File: src/rtl/ahb_port_sequencer.sv
// AHB-Lite slave that steps a 32-bit output port from a small FIFO of pattern words,
// releasing one word every PERIOD+1 clocks while enabled.
module ahb_port_sequencer #(
  parameter int unsigned DEPTH    = 4,
  parameter int unsigned PERIOD_W = 16
) (
  input  logic        HCLK,
  input  logic        HRESET,
  input  logic [31:0] HADDR,
  input  logic [31:0] HWDATA,
  input  logic [2:0]  HSIZE,
  input  logic [1:0]  HTRANS,
  input  logic        HWRITE,
  input  logic        HREADY,
  input  logic        HSEL,
  output logic [31:0] HRDATA,
  output logic        HREADYOUT,
  output logic [31:0] oPort,
  output logic        oStrobe,
  output logic        irq
);

  localparam int unsigned PtrW = (DEPTH > 1) ? $clog2(DEPTH) : 1;
  localparam int unsigned CntW = $clog2(DEPTH + 1);

  typedef enum logic [0:0] {StIdle, StRun} state_e;

  // Bus address-phase capture
  logic       addr_valid;
  logic       wr_q, rd_q;
  logic [1:0] addr_q;

  // Data-phase decode
  logic wr_data, wr_period, wr_ctrl, wr_status, flush;

  // Sequencer
  state_e              state_q, state_d;
  logic [PERIOD_W-1:0] period_q, cnt_q, cnt_d;
  logic                en_q, en_d;
  logic                step;

  // FIFO
  logic [31:0]     mem_q [DEPTH];
  logic [PtrW-1:0] wptr_q, rptr_q;
  logic [CntW-1:0] fcnt_q, fcnt_d;
  logic            empty, full, push, pop, unf_evt, ovf_evt;

  logic [31:0] port_q;
  logic        strobe_q, unf_q, ovf_q;
  logic [31:0] status;

  logic unused_bus;
  assign unused_bus = ^{HSIZE, HADDR[31:4], HADDR[1:0]};

  assign addr_valid = HREADY & HSEL & (HTRANS != 2'b00);

  always_ff @(posedge HCLK or posedge HRESET) begin
    if (HRESET) begin
      wr_q   <= 1'b0;
      rd_q   <= 1'b0;
      addr_q <= 2'd0;
    end else begin
      wr_q   <= addr_valid & HWRITE;
      rd_q   <= addr_valid & ~HWRITE;
      addr_q <= HADDR[3:2];
    end
  end

  assign wr_data   = wr_q & (addr_q == 2'd0);
  assign wr_period = wr_q & (addr_q == 2'd1);
  assign wr_ctrl   = wr_q & (addr_q == 2'd2);
  assign wr_status = wr_q & (addr_q == 2'd3);
  assign flush     = wr_ctrl & HWDATA[1];
  // The FSM reacts to the EN value being written this edge, not the stale one.
  assign en_d      = wr_ctrl ? HWDATA[0] : en_q;

  always_comb begin
    state_d = state_q;
    cnt_d   = cnt_q;
    step    = 1'b0;
    unique case (state_q)
      StIdle: begin
        cnt_d = '0;
        if (en_d) begin
          state_d = StRun;
          cnt_d   = period_q;
        end
      end
      StRun: begin
        if (!en_d) begin
          state_d = StIdle;
          cnt_d   = '0;
        end else if (cnt_q == '0) begin
          step  = 1'b1;
          cnt_d = period_q;
        end else begin
          cnt_d = cnt_q - PERIOD_W'(1);
        end
      end
    endcase
  end

  assign empty   = (fcnt_q == '0);
  assign full    = (fcnt_q == CntW'(DEPTH));
  assign pop     = step & ~flush & ~empty;
  assign unf_evt = step & ~flush & empty;
  // A pop on the same edge frees the slot a push into a full FIFO needs.
  assign push    = wr_data & (~full | pop);
  assign ovf_evt = wr_data & full & ~pop;

  always_comb begin
    fcnt_d = fcnt_q;
    if (flush) begin
      fcnt_d = '0;
    end else if (push && !pop) begin
      fcnt_d = fcnt_q + CntW'(1);
    end else if (pop && !push) begin
      fcnt_d = fcnt_q - CntW'(1);
    end
  end

  always_ff @(posedge HCLK or posedge HRESET) begin
    if (HRESET) begin
      state_q  <= StIdle;
      cnt_q    <= '0;
      en_q     <= 1'b0;
      period_q <= '0;
      fcnt_q   <= '0;
      wptr_q   <= '0;
      rptr_q   <= '0;
      port_q   <= '0;
      strobe_q <= 1'b0;
      unf_q    <= 1'b0;
      ovf_q    <= 1'b0;
    end else begin
      state_q  <= state_d;
      cnt_q    <= cnt_d;
      en_q     <= en_d;
      fcnt_q   <= fcnt_d;
      strobe_q <= pop;
      if (wr_period) begin
        period_q <= HWDATA[PERIOD_W-1:0];
      end
      if (flush) begin
        wptr_q <= '0;
        rptr_q <= '0;
      end else begin
        if (push) wptr_q <= wptr_q + PtrW'(1);
        if (pop)  rptr_q <= rptr_q + PtrW'(1);
      end
      if (pop) begin
        port_q <= mem_q[rptr_q];
      end
      // A new event on the clearing edge wins over the clear.
      unf_q <= (unf_q & ~wr_status) | unf_evt;
      ovf_q <= (ovf_q & ~wr_status) | ovf_evt;
    end
  end

  always_ff @(posedge HCLK) begin
    if (push) begin
      mem_q[wptr_q] <= HWDATA;
    end
  end

  assign status = {22'd0, ovf_q, unf_q, 4'(fcnt_q), 2'b00, full, empty};

  always_comb begin
    HRDATA = '0;
    if (rd_q) begin
      unique case (addr_q)
        2'd0: HRDATA = port_q;
        2'd1: HRDATA = 32'(period_q);
        2'd2: HRDATA = {31'd0, en_q};
        2'd3: HRDATA = status;
      endcase
    end
  end

  assign HREADYOUT = 1'b1;
  assign oPort     = port_q;
  assign oStrobe   = strobe_q;
  assign irq       = unf_q;

endmodule

File: config.mk
export PLATFORM = sky130hd
export DESIGN_NAME = ahb_port_sequencer
export DESIGN_NICKNAME = d
export VERILOG_FILES = /design/src/rtl/ahb_port_sequencer.sv
export SDC_FILE = /design/constraint.sdc
export NUM_CORES = 1
export LEC_CHECK = 0
export CAP_MARGIN = 20
export CORE_MARGIN = 3
export CORE_UTILIZATION = 50
export CTS_BUF_LIST = sky130_fd_sc_hd__clkbuf_4
export CTS_CLUSTER_SIZE = 30
export DETAILED_ROUTE_END_ITERATION = 8
export GPL_TIMING_DRIVEN = 0
export HOLD_SLACK_MARGIN = 0.15
export PLACE_DENSITY = 0.75
export SKIP_LAST_GASP = 1
export SYNTH_ARGS = -nofsm -noshare
export SYNTH_HDL_FRONTEND = slang
export SYNTH_SLANG_ARGS = --single-unit
File: constraint.sdc
create_clock -name HCLK -period 2.8 [get_ports HCLK]
set_input_delay 0.56 -clock HCLK [delete_from_list [all_inputs] [get_ports HCLK]]
set_output_delay 0.56 -clock HCLK [all_outputs]
set_load 0.005 [all_outputs]
==> impl_summary.txt <==
----------------------------------------------------
[Global routing]
  Number of antenna violations at the first check in global routing ... 1
  Vias in the first global route ... 6,155
  Largest net degree at the start of global routing ... 47
  Final global-route overflow total ... 0
  Global Route Usage Sum ... between 20% and 30%
  Global-route wire length before repair ... approximately 33,000 microns

[Hold path]
  Class of the worst hold path ... in -> async

[Power and ir drop]
  Leakage Power ... 4.54 nW
  Largest voltage drop on the vdd net ... 397 uV
  Power density normalized to cell area ... 828 nW/um^2
  Total power draw ... 9.29 mW

[Setup path]
  Setup slack on the worst flop-to-flop path ... ~0.0047 ns
  Crit path max fanout ... 5
  Cell breakdown of the critical path ... nor4_4 > nand4_1 > nor2_4 > a211oi_2 > fa_1 > a21oi_1 > nor3b_1 > mux2i_1 > o211a_1
  Cell type of the slowest stage on the worst timing path ... sky130_fd_sc_hd__fa_1
  Arrival time reported for the critical path endpoint ... 3.32 ns
  Stage delay of the slowest cell on the critical path ... between 0.5 and 0.6 ns
  CP Buf/Inv Count ... 0
  Category of the worst setup path capture point ... register
  Data required, critical path ... around 3.3 ns
  Cell type group with the largest total delay on the critical path ... simple AND/OR/NAND/NOR gates
  Type of the worst setup path ... reg -> reg
  Setup crit start kind ... register

[CTS]
  Hold bufs inserted after CTS ... 0
  Deepest clock path buffer count ... 3
  Clock network latency to the later pin of the worst-skew pair ... 0.65 ns
  Clock transition at the register clock pins on the worst setup and hold paths after CTS ... approximately 0.070 ns
  Maximum level of the CTS H-tree ... 2
  Total clock buffers created by CTS ... 50
  TritonCTS sink count ... 207
  TritonCTS clock tree ... built
  Cell at the root of the clock tree ... sky130_fd_sc_hd__clkbuf_4

[STA]
  F_max ... 358 MHz
  Relative max-transition margin ... 50.6%
  Clock skew after layout ... just under 0.04 ns
  Hold_ws ... 0.306 ns
  Final critical delay including setup and external delays ... between 2 and 3 ns
  Finish-stage setup viols ... 0
  Count of final max-slew check failures ... 0
  Number of hold-slack violations in the final timing report ... 0
  Worst Tran Pin Value ... 0.721 ns
  Post-route worst setup slack ... 0.00466 ns
  Unrepaired setup endpoints after global routing ... true
  Total Neg Setup Slack ... 0 ns
  Share of the clock period used by the worst path ... 99.8%

[Synthesis]
  Syn nets ... 685
  Post-synth EDFFs ... 128
  Avg Inst Size Synth ... 14.5 sq um
  Number of storage elements in the synthesis netlist ... 207
  Cell taking the most area after synthesis ... sky130_fd_sc_hd__edfxtp_1
  Top area cells in the synthesized netlist ... sky130_fd_sc_hd__edfxtp_1 (44%), sky130_fd_sc_hd__dfrtp_1 (23%), sky130_fd_sc_hd__mux4_2 (8.5%), sky130_fd_sc_hd__nand2_1 (4.6%), sky130_fd_sc_hd__mux2_2 (2.8%)
  Fraction of registers with async set or reset after synthesis ... 38.2%
  Main combinational cell family by area after synthesis ... multiplexers
  Simple-gate share of the synthesized area ... 11.5%
  Cell with the most instances after synthesis ... sky130_fd_sc_hd__edfxtp_1
  Compound-cell area share of the yosys netlist ... 4.23%
  Proportion of netlist area held by the largest area contributor ... 43.9%
  Share of synthesized area occupied by flip-flops and latches ... 66.5%
  Mapped Cells ... 604
  Post-Synthesis Cell Area ... 8760 sq um
  Most frequent cells after synthesis ... sky130_fd_sc_hd__edfxtp_1 (128), sky130_fd_sc_hd__nand2_1 (108), sky130_fd_sc_hd__dfrtp_1 (79)
  Dominant register cell in the synthesized netlist ... sky130_fd_sc_hd__edfxtp_1
  Fraction of synthesized area in multiplexers ... 12.7%
  Number of warnings printed during yosys synthesis ... 0
  Count of different cell masters after synthesis ... 50
  Xor and xnor area share after synthesis ... between 1 and 1.5%
  Area share of fa/ha/maj cells after synthesis ... 1.09%

[Outcome]
  Outcome ... finished, final reports clean

[Die]
  Initial Utilization ... 51.9%
  FP Rows ... 47
  Die Span X ... 138 microns
  Area of the die ... 19,100 sq um
  CORE AREA ... approximately 17,000 sq um
  Die Ht ... ~140 microns
  Io pins ... between 100 and 150

[Route]
  Post-route DRC violation count ... 0
  Iter 0 DRT Violations ... 423
  Met3 Wirelength ... 1180 microns
  Routed len/inst ... 19.6 microns
  Total met2 wirelength after detailed routing ... 10,700 microns
  Drt pass-1 iters ... 5
  Remaining number of nets flagged by the antenna check after routing ... 0
  Number of vias after detailed routing ... 5,814
  Average vias per placed instance ... ~5.5
  Post-route met1 wirelength ... 8440 microns
  Top routing layer in use ... met4
  WL final ... 20,700 microns

[Cells and area]
  Layout area overhead ... 28.1%
  Share of post-route cells with drive strength above 1 ... 26.8%
  Nets ... 875
  Area of all placed cells without fillers ... 11,200 sq um

[Placed design]
  Count of buffers inserted at the top-level ports ... 106
  Final weighted congestion of routability-driven global placement ... 0.865
  Pre-CTS worst setup slack ... -0.730 ns
  Area of placed instances ... 10,200 sq um
  Detail Placement HPWL ... 12,900 microns

[Run]
  Max-Cap Viols ... 0

----------------------------------------------------
repair_timing:
item | CTS | global route
gates cloned | 1 | 0
endpoints found under the setup margin | 34 | 136
buffers inserted | 23 | 6
resized for setup | 70 | 12
endpoints found under the hold margin | 0 | 0
pin swaps | 4 | 4
worst reg2reg max path, stage by stage, from the launching register on:
cell,delay [ns]
sky130_fd_sc_hd__dfrtp_1,0.44
sky130_fd_sc_hd__nor4_4,0.44
sky130_fd_sc_hd__nand4_1,0.32
sky130_fd_sc_hd__nor2_4,0.25
sky130_fd_sc_hd__a211oi_2,0.11
sky130_fd_sc_hd__fa_1,0.55
sky130_fd_sc_hd__a21oi_1,0.06
sky130_fd_sc_hd__nor3b_1,0.25
sky130_fd_sc_hd__mux2i_1,0.14
sky130_fd_sc_hd__o211a_1,0.15
through the flow:
stage          instances  utilization (%)
2_1_floorplan        604                -
3_3_place_gp         930             59.8
3_5_place_dp         935             60.5
4_1_cts             1049             66.0
5_1_grt             1056             66.4
6_report            1056             66.4
where the power goes:
part | leakage (nW) | internal (mW) | switching (mW)
clock network | 0.392 | 1.27 | 1.17
logic | 2.00 | 1.48 | 1.30
registers | 2.14 | 3.65 | 0.424
total | 4.54 | 6.40 | 2.89
path summary, 6_finish.rpt:
check,end,start,cells past startpoint
min in group HCLK,addr_q[0],HADDR[2],1
worst max-delay path,fcnt_q[1],cnt_q[11],9
worst min-delay path,oPort[1],HRESET,2
worst min register to register,oPort[20],oPort[20],2
max in group asynchronous,oPort[30],HRESET,3
worst max register to register,fcnt_q[1],cnt_q[11],9
area by class of cell:
cell class              count  area [sq um]
plain buffers              30           235
diodes                      1          2.50
well taps                 220           275
repair buffers            141          1370
fillers                  1192          5660
clock inverters            15          65.1
clock buffers              78           586
inverters                  10          40.0
multi-input cells         354          2820
flip-flops and latches    207          5830
routing by layer:
metal  vias to the layer above  GRT usage, %
met5                         -             0
met2                       196          37.1
met3                        38          4.42
met1                      2946          27.8
met4                         0          6.92
li1                       2634             -
cell families (layout without fill, tap and decap cells):
group | count (synthesis) | in the layout
flops | 207 | 207
compound gates | 51 | 51
other cells | 1 | 2
mux | 67 | 67
buf+inv | 43 | 274
simple gates | 214 | 214
xor+xnor | 14 | 14
fa+ha+maj | 7 | 7
cells in the final DEF, fill, tap and decap left out, drive strengths merged, types with 7 or more instances in the layout:
master,instances
a211oi,13
o21ai,8
dlygate4sd2,28
dfrtp,79
mux4,33
nand3,7
nor2,42
inv,10
nor2b,9
mux2,22
xnor2,8
buf,54
clkdlybuf4s50,74
and2,20
clkinv,15
a22oi,7
edfxtp,128
mux2i,12
clkbuf,90
nand2,108
sequential cells by signal, summed over array words and instances (netlist names):
register,count
addr_q,2
cnt_q,16
en_q,1
fcnt_q,3
irq,1
mem_q,128
oPort,32
oStrobe,1
ovf_q,1
period_q,16
rd_q,1
rptr_q,2
wptr_q,2
wr_q,1
Note: power is estimated with default switching activity, not from simulation.
